==> src/rtl/seal_line_pkg.sv <==
// Shared definitions for the sealing line: arbiter state encodings,
// status counter width and default timing constants.
package seal_line_pkg;

  typedef enum logic [2:0] {
    ST_IDLE    = 3'b000,
    ST_GRANT   = 3'b001,
    ST_SEAL    = 3'b010,
    ST_RELEASE = 3'b011,
    ST_FAULT   = 3'b100
  } state_t;

  localparam int SEAL_COUNT_W    = 16;
  localparam int DEF_N_LANES     = 4;
  localparam int DEF_SEAL_CYCLES = 3;
  localparam int DEF_ACK_TIMEOUT = 8;

  function automatic int max2(input int a, input int b);
    if (a > b) begin
      return a;
    end else begin
      return b;
    end
  endfunction

  // One timer serves both the ack wait and the seal hold, so size it for the longer.
  function automatic int timer_width(input int seal_cycles, input int ack_timeout);
    return $clog2(max2(seal_cycles, ack_timeout)) + 1;
  endfunction

endpackage

==> src/rtl/seal_station_arbiter_rr_select.sv <==
// Combinational round-robin picker: returns the first requester after the
// pointer position, wrapping modulo N_LANES. Kept generic for reuse.
module rr_select #(
  parameter int N_LANES = 4,
  parameter int LANE_W  = $clog2(N_LANES)
) (
  input  logic [N_LANES-1:0] req,
  input  logic [LANE_W-1:0]  ptr,
  output logic [N_LANES-1:0] onehot,
  output logic [LANE_W-1:0]  idx,
  output logic               valid
);

  // Scan ptr+1 .. ptr+N_LANES (wrapped); the first hit wins, later hits are masked.
  always_comb begin
    int                lane_v;
    logic [LANE_W-1:0] lane_s;
    logic              hit_s;
    onehot = '0;
    idx    = '0;
    valid  = 1'b0;
    lane_v = 0;
    lane_s = '0;
    hit_s  = 1'b0;
    for (int i = 1; i <= N_LANES; i++) begin
      lane_v         = int'(ptr) + i;
      lane_v         = (lane_v >= N_LANES) ? (lane_v - N_LANES) : lane_v;
      lane_s         = LANE_W'(lane_v);
      hit_s          = !valid && req[lane_s];
      onehot[lane_s] = onehot[lane_s] | hit_s;
      idx            = hit_s ? lane_s : idx;
      valid          = valid | hit_s;
    end
  end

endmodule

==> src/rtl/seal_station_arbiter.sv <==
// Sealing-head arbiter: grants one filling lane at a time (round-robin),
// waits for bottle-positioned ack, drives the sealer for a fixed time,
// and reports completion, ack timeouts and a saturating seal count.
module seal_station_arbiter
  import seal_line_pkg::*;
#(
  parameter int N_LANES     = DEF_N_LANES,
  parameter int SEAL_CYCLES = DEF_SEAL_CYCLES,
  parameter int ACK_TIMEOUT = DEF_ACK_TIMEOUT,
  parameter int LANE_W      = $clog2(N_LANES)
) (
  input  logic                    clk,
  input  logic                    rst,
  input  logic                    en,
  input  logic [N_LANES-1:0]      req,
  input  logic [N_LANES-1:0]      ack,
  output logic [N_LANES-1:0]      gnt,
  output logic                    seal_on,
  output logic [N_LANES-1:0]      done,
  output logic                    fault,
  output logic [LANE_W-1:0]       fault_lane,
  output logic                    busy,
  output logic [2:0]              state_indicator,
  output logic [SEAL_COUNT_W-1:0] seal_count
);

  localparam int                      TIMER_W   = timer_width(SEAL_CYCLES, ACK_TIMEOUT);
  localparam logic [TIMER_W-1:0]      ACK_LAST  = TIMER_W'(ACK_TIMEOUT - 1);
  localparam logic [TIMER_W-1:0]      SEAL_LAST = TIMER_W'(SEAL_CYCLES - 1);
  localparam logic [LANE_W-1:0]       PTR_RESET = LANE_W'(N_LANES - 1);
  localparam logic [SEAL_COUNT_W-1:0] COUNT_MAX = {SEAL_COUNT_W{1'b1}};

  state_t                  state_q,      state_d;
  logic [N_LANES-1:0]      gnt_q,        gnt_d;
  logic                    seal_on_q,    seal_on_d;
  logic [N_LANES-1:0]      done_q,       done_d;
  logic                    fault_q,      fault_d;
  logic [LANE_W-1:0]       fault_lane_q, fault_lane_d;
  logic                    busy_q,       busy_d;
  logic [SEAL_COUNT_W-1:0] seal_count_q, seal_count_d;
  logic [TIMER_W-1:0]      timer_q,      timer_d;
  logic [LANE_W-1:0]       sel_q,        sel_d;
  logic [LANE_W-1:0]       rr_ptr_q,     rr_ptr_d;

  logic [N_LANES-1:0]      pick_onehot_s;
  logic [LANE_W-1:0]       pick_idx_s;
  logic                    pick_valid_s;
  logic [N_LANES-1:0]      sel_onehot_s;

  rr_select #(
    .N_LANES (N_LANES),
    .LANE_W  (LANE_W)
  ) u_rr_select (
    .req    (req),
    .ptr    (rr_ptr_q),
    .onehot (pick_onehot_s),
    .idx    (pick_idx_s),
    .valid  (pick_valid_s)
  );

  // One-hot form of the latched lane, used for the done pulse.
  always_comb begin
    sel_onehot_s        = '0;
    sel_onehot_s[sel_q] = 1'b1;
  end

  // Next-state and next-output computation for the arbitration FSM.
  always_comb begin
    state_d      = state_q;
    gnt_d        = gnt_q;
    seal_on_d    = seal_on_q;
    done_d       = '0;
    fault_d      = 1'b0;
    fault_lane_d = fault_lane_q;
    seal_count_d = seal_count_q;
    timer_d      = timer_q;
    sel_d        = sel_q;
    rr_ptr_d     = rr_ptr_q;
    case (state_q)
      ST_IDLE: begin
        // en only matters here; an accepted transaction always runs to the end.
        if (en && pick_valid_s) begin
          state_d = ST_GRANT;
          gnt_d   = pick_onehot_s;
          sel_d   = pick_idx_s;
          timer_d = '0;
        end else begin
          state_d = ST_IDLE;
        end
      end
      ST_GRANT: begin
        // Ack wins over a simultaneous timeout; other lanes' acks are not looked at.
        if (ack[sel_q]) begin
          state_d   = ST_SEAL;
          seal_on_d = 1'b1;
          timer_d   = '0;
        end else if (!req[sel_q]) begin
          // Lane withdrew: back off silently and keep its priority position.
          state_d = ST_IDLE;
          gnt_d   = '0;
          timer_d = '0;
        end else if (timer_q == ACK_LAST) begin
          state_d      = ST_FAULT;
          gnt_d        = '0;
          fault_d      = 1'b1;
          fault_lane_d = sel_q;
          rr_ptr_d     = sel_q;
          timer_d      = '0;
        end else begin
          timer_d = timer_q + TIMER_W'(1);
        end
      end
      ST_SEAL: begin
        // The seal is never cut short once the actuator is on.
        if (timer_q == SEAL_LAST) begin
          state_d      = ST_RELEASE;
          seal_on_d    = 1'b0;
          gnt_d        = '0;
          done_d       = sel_onehot_s;
          rr_ptr_d     = sel_q;
          seal_count_d = (seal_count_q == COUNT_MAX) ? seal_count_q
                                                     : seal_count_q + SEAL_COUNT_W'(1);
          timer_d      = '0;
        end else begin
          timer_d = timer_q + TIMER_W'(1);
        end
      end
      ST_RELEASE: begin
        state_d = ST_IDLE;
      end
      ST_FAULT: begin
        state_d = ST_IDLE;
      end
      default: begin
        state_d   = ST_IDLE;
        gnt_d     = '0;
        seal_on_d = 1'b0;
        timer_d   = '0;
      end
    endcase
    busy_d = (state_d != ST_IDLE);
  end

  // State and output registers with asynchronous reset.
  always_ff @(posedge clk or posedge rst) begin
    if (rst) begin
      state_q      <= ST_IDLE;
      gnt_q        <= '0;
      seal_on_q    <= 1'b0;
      done_q       <= '0;
      fault_q      <= 1'b0;
      fault_lane_q <= '0;
      busy_q       <= 1'b0;
      seal_count_q <= '0;
      timer_q      <= '0;
      sel_q        <= '0;
      rr_ptr_q     <= PTR_RESET;
    end else begin
      state_q      <= state_d;
      gnt_q        <= gnt_d;
      seal_on_q    <= seal_on_d;
      done_q       <= done_d;
      fault_q      <= fault_d;
      fault_lane_q <= fault_lane_d;
      busy_q       <= busy_d;
      seal_count_q <= seal_count_d;
      timer_q      <= timer_d;
      sel_q        <= sel_d;
      rr_ptr_q     <= rr_ptr_d;
    end
  end

  assign gnt             = gnt_q;
  assign seal_on         = seal_on_q;
  assign done            = done_q;
  assign fault           = fault_q;
  assign fault_lane      = fault_lane_q;
  assign busy            = busy_q;
  assign state_indicator = state_q;
  assign seal_count      = seal_count_q;

endmodule

==> config.mk <==
export PLATFORM = sky130hd
export DESIGN_NAME = seal_station_arbiter
export DESIGN_NICKNAME = d
export VERILOG_FILES = /design/src/rtl/seal_line_pkg.sv /design/src/rtl/seal_station_arbiter_rr_select.sv /design/src/rtl/seal_station_arbiter.sv
export SDC_FILE = /design/constraint.sdc
export NUM_CORES = 1
export LEC_CHECK = 0
export ABC_AREA = 1
export BUFFER_PORTS_ARGS = -buffer_cell sky130_fd_sc_hd__buf_2
export CORE_AREA = 8 8 86 95
export CTS_CLUSTER_SIZE = 24
export DETAILED_ROUTE_END_ITERATION = 6
export DIE_AREA = 0 0 94 103
export GPL_TIMING_DRIVEN = 0
export MAX_ROUTING_LAYER = met4
export RECOVER_POWER = 50
export SLEW_MARGIN = 30
export SYNTH_ARGS = -nofsm -noshare
export SYNTH_HDL_FRONTEND = slang
export SYNTH_HIERARCHICAL = 1
export SYNTH_SLANG_ARGS = --single-unit
==> constraint.sdc <==
create_clock -name clk -period 5.4 [get_ports clk]
set_clock_uncertainty 0.05 [all_clocks]
set_input_delay 1.35 -clock clk [delete_from_list [all_inputs] [get_ports clk]]
set_output_delay 1.35 -clock clk [all_outputs]
set_load 0.01 [all_outputs]
==> results.md <==
- Outcome: complete, no violations
- Die X: about 94 um
- Final Hold Vio Count: 0
- Register area share after synthesis: a little over a third
- Num ports: 43
- Cell leakage power: between 1.5 and 2 nW
- Yosys reg bits: 40
- Syn Nets: 426
- Final WL: just over 7000 um
- Fin crit share: around three fifths
- Tmin final: between 3000 and 4000 ps
- Most frequent cells in the layout: 129 x nand2_1, 49 x inv_1, 47 x nand3_1
- Worst path arrival time: about 3400 ps
- DRT antenna net count: 0
- CP required: between 5000 and 6000 ps
- FMAX: between 300 and 400 MHz
- Fraction of layout cells with a size suffix above 1: a little under a fifth
- Floorplan Core Area: roughly 6500 um2
- DR pass1 iterations: 4
- Die Area: between 9000 and 10,000 um2
- Row count: 31
- Crit path launch type: flip-flop
- Syn-to-layout area delta: 12.1%
- CTS Root Cell: clkbuf_8
- Global-route wire length before repair: approximately 13,000 um
- Largest fanout on the critical path: 10
- Element type at the critical path end: flip-flop
- Slew margin rel.: 22.6%
- Inserted Clock Buffers: 5
- CP Class: flip-flop to flip-flop
- Max Root-Sink Buffers: 2
- N_diodes: 0
- RSZ-0062 raised after global routing: false
- Vias in the first global route: 2,686
- Commonest non-fill, non-tap cell in the layout: nand2_1
- Min-delay worst type: flip-flop to flip-flop
- Post-Place Cell Area: around 3200 um2
- Synth Cell Area: roughly 2900 um2
- YS warnings: 6
- Final #Nets: between 400 and 500
- Max Slew Vio Count: 0
- CTS tree: yes
- Design area: between 3000 and 4000 um2
- Yosys cell types: 35
- Post-CTS setup buffer count: 0
- IO buf count: 42
- Via count: roughly 2,800
- Total global routing overflow: 0
- CTS resizes: 0
- Syn Inst Count: roughly 410
- Setup TNS: 0 ps
- 1st-iter DRT viols: 153
- Max_cap viols: 0
- DRC Markers: 0
- Post-CTS Hold Buffers: 0
- Worst skew pair latency: roughly 290 ps
- Worst IR Drop VDD: approximately 0.00033 V
- PwrDens: slightly above 500 nW/um2
- Global-route usage over all layers: 16.7%
- Clk sinks: 40
- DR WL/cell: 13.3 um
- Slew @ Worst Pin: approximately 1200 ps
- Largest net degree at the start of global routing: 23
- Syn avg cell area: slightly above 7 um2
- Initial Util: between 40% and 50%
- H-Tree Depth: 2
- Detail Placement HPWL: between 5000 and 6000 um
- Antenna violations before repair: 0
- Inst Count DP: about 530
- Reg clk slew, reported paths: around 80 ps
- Final setup viols: 0
- Via-to-Cell Ratio: 5.09
- Final weighted congestion in routability-driven placement: approximately 0.86
- Die height: just over 100 um
- Layout Cells excl Fill: 541
## power by group
group          total [W]  switching (W)  leakage, nW  internal (W)
Clock           0.000209       0.000107       0.0510      0.000102
Sequential      0.000424      0.0000623        0.534      0.000362
Combinational    0.00100       0.000653         1.17      0.000346
## cell usage after synthesis
| library cell | number | area share [%] |
|---|---|---|
| nand3_1 | 46 | 8.0 |
| ha_1 | 7 | 3.0 |
| nand3_2 | 8 | 2.8 |
| inv_4 | 2 | 0.44 |
| nor2_2 | 2 | 0.44 |
| inv_2 | 5 | 0.65 |
| nand2_2 | 9 | 2.0 |
| nand3b_2 | 1 | 0.39 |
| clkinv_1 | 1 | 0.13 |
| nand4_1 | 13 | 2.8 |
| nand3b_1 | 1 | 0.26 |
| xnor2_1 | 3 | 0.92 |
| or2_2 | 1 | 0.22 |
| o21ai_1 | 3 | 0.52 |
| buf_6 | 3 | 1.2 |
| buf_4 | 1 | 0.26 |
| nor3_4 | 1 | 0.57 |
| xor2_1 | 6 | 1.8 |
| nand2_4 | 2 | 0.78 |
| inv_1 | 49 | 6.4 |
| dfrtp_1 | 38 | 33 |
| a31oi_1 | 1 | 0.22 |
| o21ai_0 | 7 | 1.2 |
| dfstp_2 | 2 | 1.8 |
| o21ai_2 | 9 | 2.7 |
| nand2_1 | 128 | 17 |
| bufinv_8 | 1 | 0.61 |
| o21bai_1 | 4 | 1.0 |
| o211ai_1 | 2 | 0.52 |
| nor2_4 | 2 | 0.78 |
| a21oi_2 | 1 | 0.31 |
| nor3_1 | 12 | 2.1 |
| o2111ai_1 | 1 | 0.31 |
| a21oi_1 | 3 | 0.52 |
| nor2_1 | 33 | 4.3 |
## metrics by stage
| stage | hold WS (ps) | setup WS, ps | total power (W) | utilization (%) |
|---|---|---|---|---|
| floorplan | 437 | 2350 | 0.00121 | - |
| global placement | 405 | 1990 | 0.00142 | 48.9 |
| detailed placement | 415 | 1910 | 0.00144 | 49.3 |
| CTS | 435 | 2200 | 0.00166 | 50.7 |
| global route | 475 | 1770 | 0.00183 | 49.4 |
| finish | 431 | 2190 | 0.00163 | 49.4 |
## logic make-up after synthesis
group,share of synthesized area (%)
compound gates,7.41
xor+xnor,2.75
fa+ha+maj,3.05
buf+inv,9.67
flops,34.9
simple gates,42.2
## area by class of cell
class                      count  area (um2)
fill                         700        3300
multi-input combinational    306        1540
sequential                    40        1000
inverter                      58         235
timing repair buffer          43         214
tap                           82         103
clock buffer                   6        82.6
buffer                         4        26.3
clock inverter                 2        10.0
## worst paths after layout
check	start	endpoint	slack, ps	cells after the start
max reg2reg	rr_ptr_q[1]	gnt[0]	2190	23
min reg2reg	seal_on	seal_on	430	2
min in group asynchronous	rst	seal_count[10]	1140	2
max	rr_ptr_q[1]	gnt[0]	2190	23
min	seal_on	seal_on	430	2
max in group asynchronous	rst	seal_on	2640	3
## metal layers
metal / part of all wire (%) / wire (um) / track usage [%] / vias up
li1: - / - / - / 1412
met1: 46 / 3280 / 21.1 / 1285
met2: 48 / 3480 / 27.2 / 51
met3: 4.6 / 334 / 2.40 / 7
met4: 1.2 / 87 / 4.76 / 0
met5: 0 / 0 / - / -
## critical path: stages (launching register included)
cell and delay, ps:
dfstp_2 620, bufinv_8 230, ha_1 360, inv_1 160
nand3_2 120, nand2_4 130, nand3_1 100, nand3_2 90
nand2_2 80, nand3_1 90, nand3_1 80, nand3_1 110
nand2_2 80, nand3_1 90, nand3_1 70, nand2_1 80
nand2_1 70, nand3_2 100, nand2_1 60, nand2_1 60
inv_1 40, nor2_1 90, nand4_1 110, nand2_1 90
## flip-flops by register name, summed over array words and instances, names as in the netlist
register         flops
done                 4
rr_ptr_q             2
gnt                  4
state_indicator      3
seal_on              1
sel_q                2
fault_lane           2
timer_q              4
fault                1
busy                 1
seal_count          16
Power figures use the tool's default switching activity.
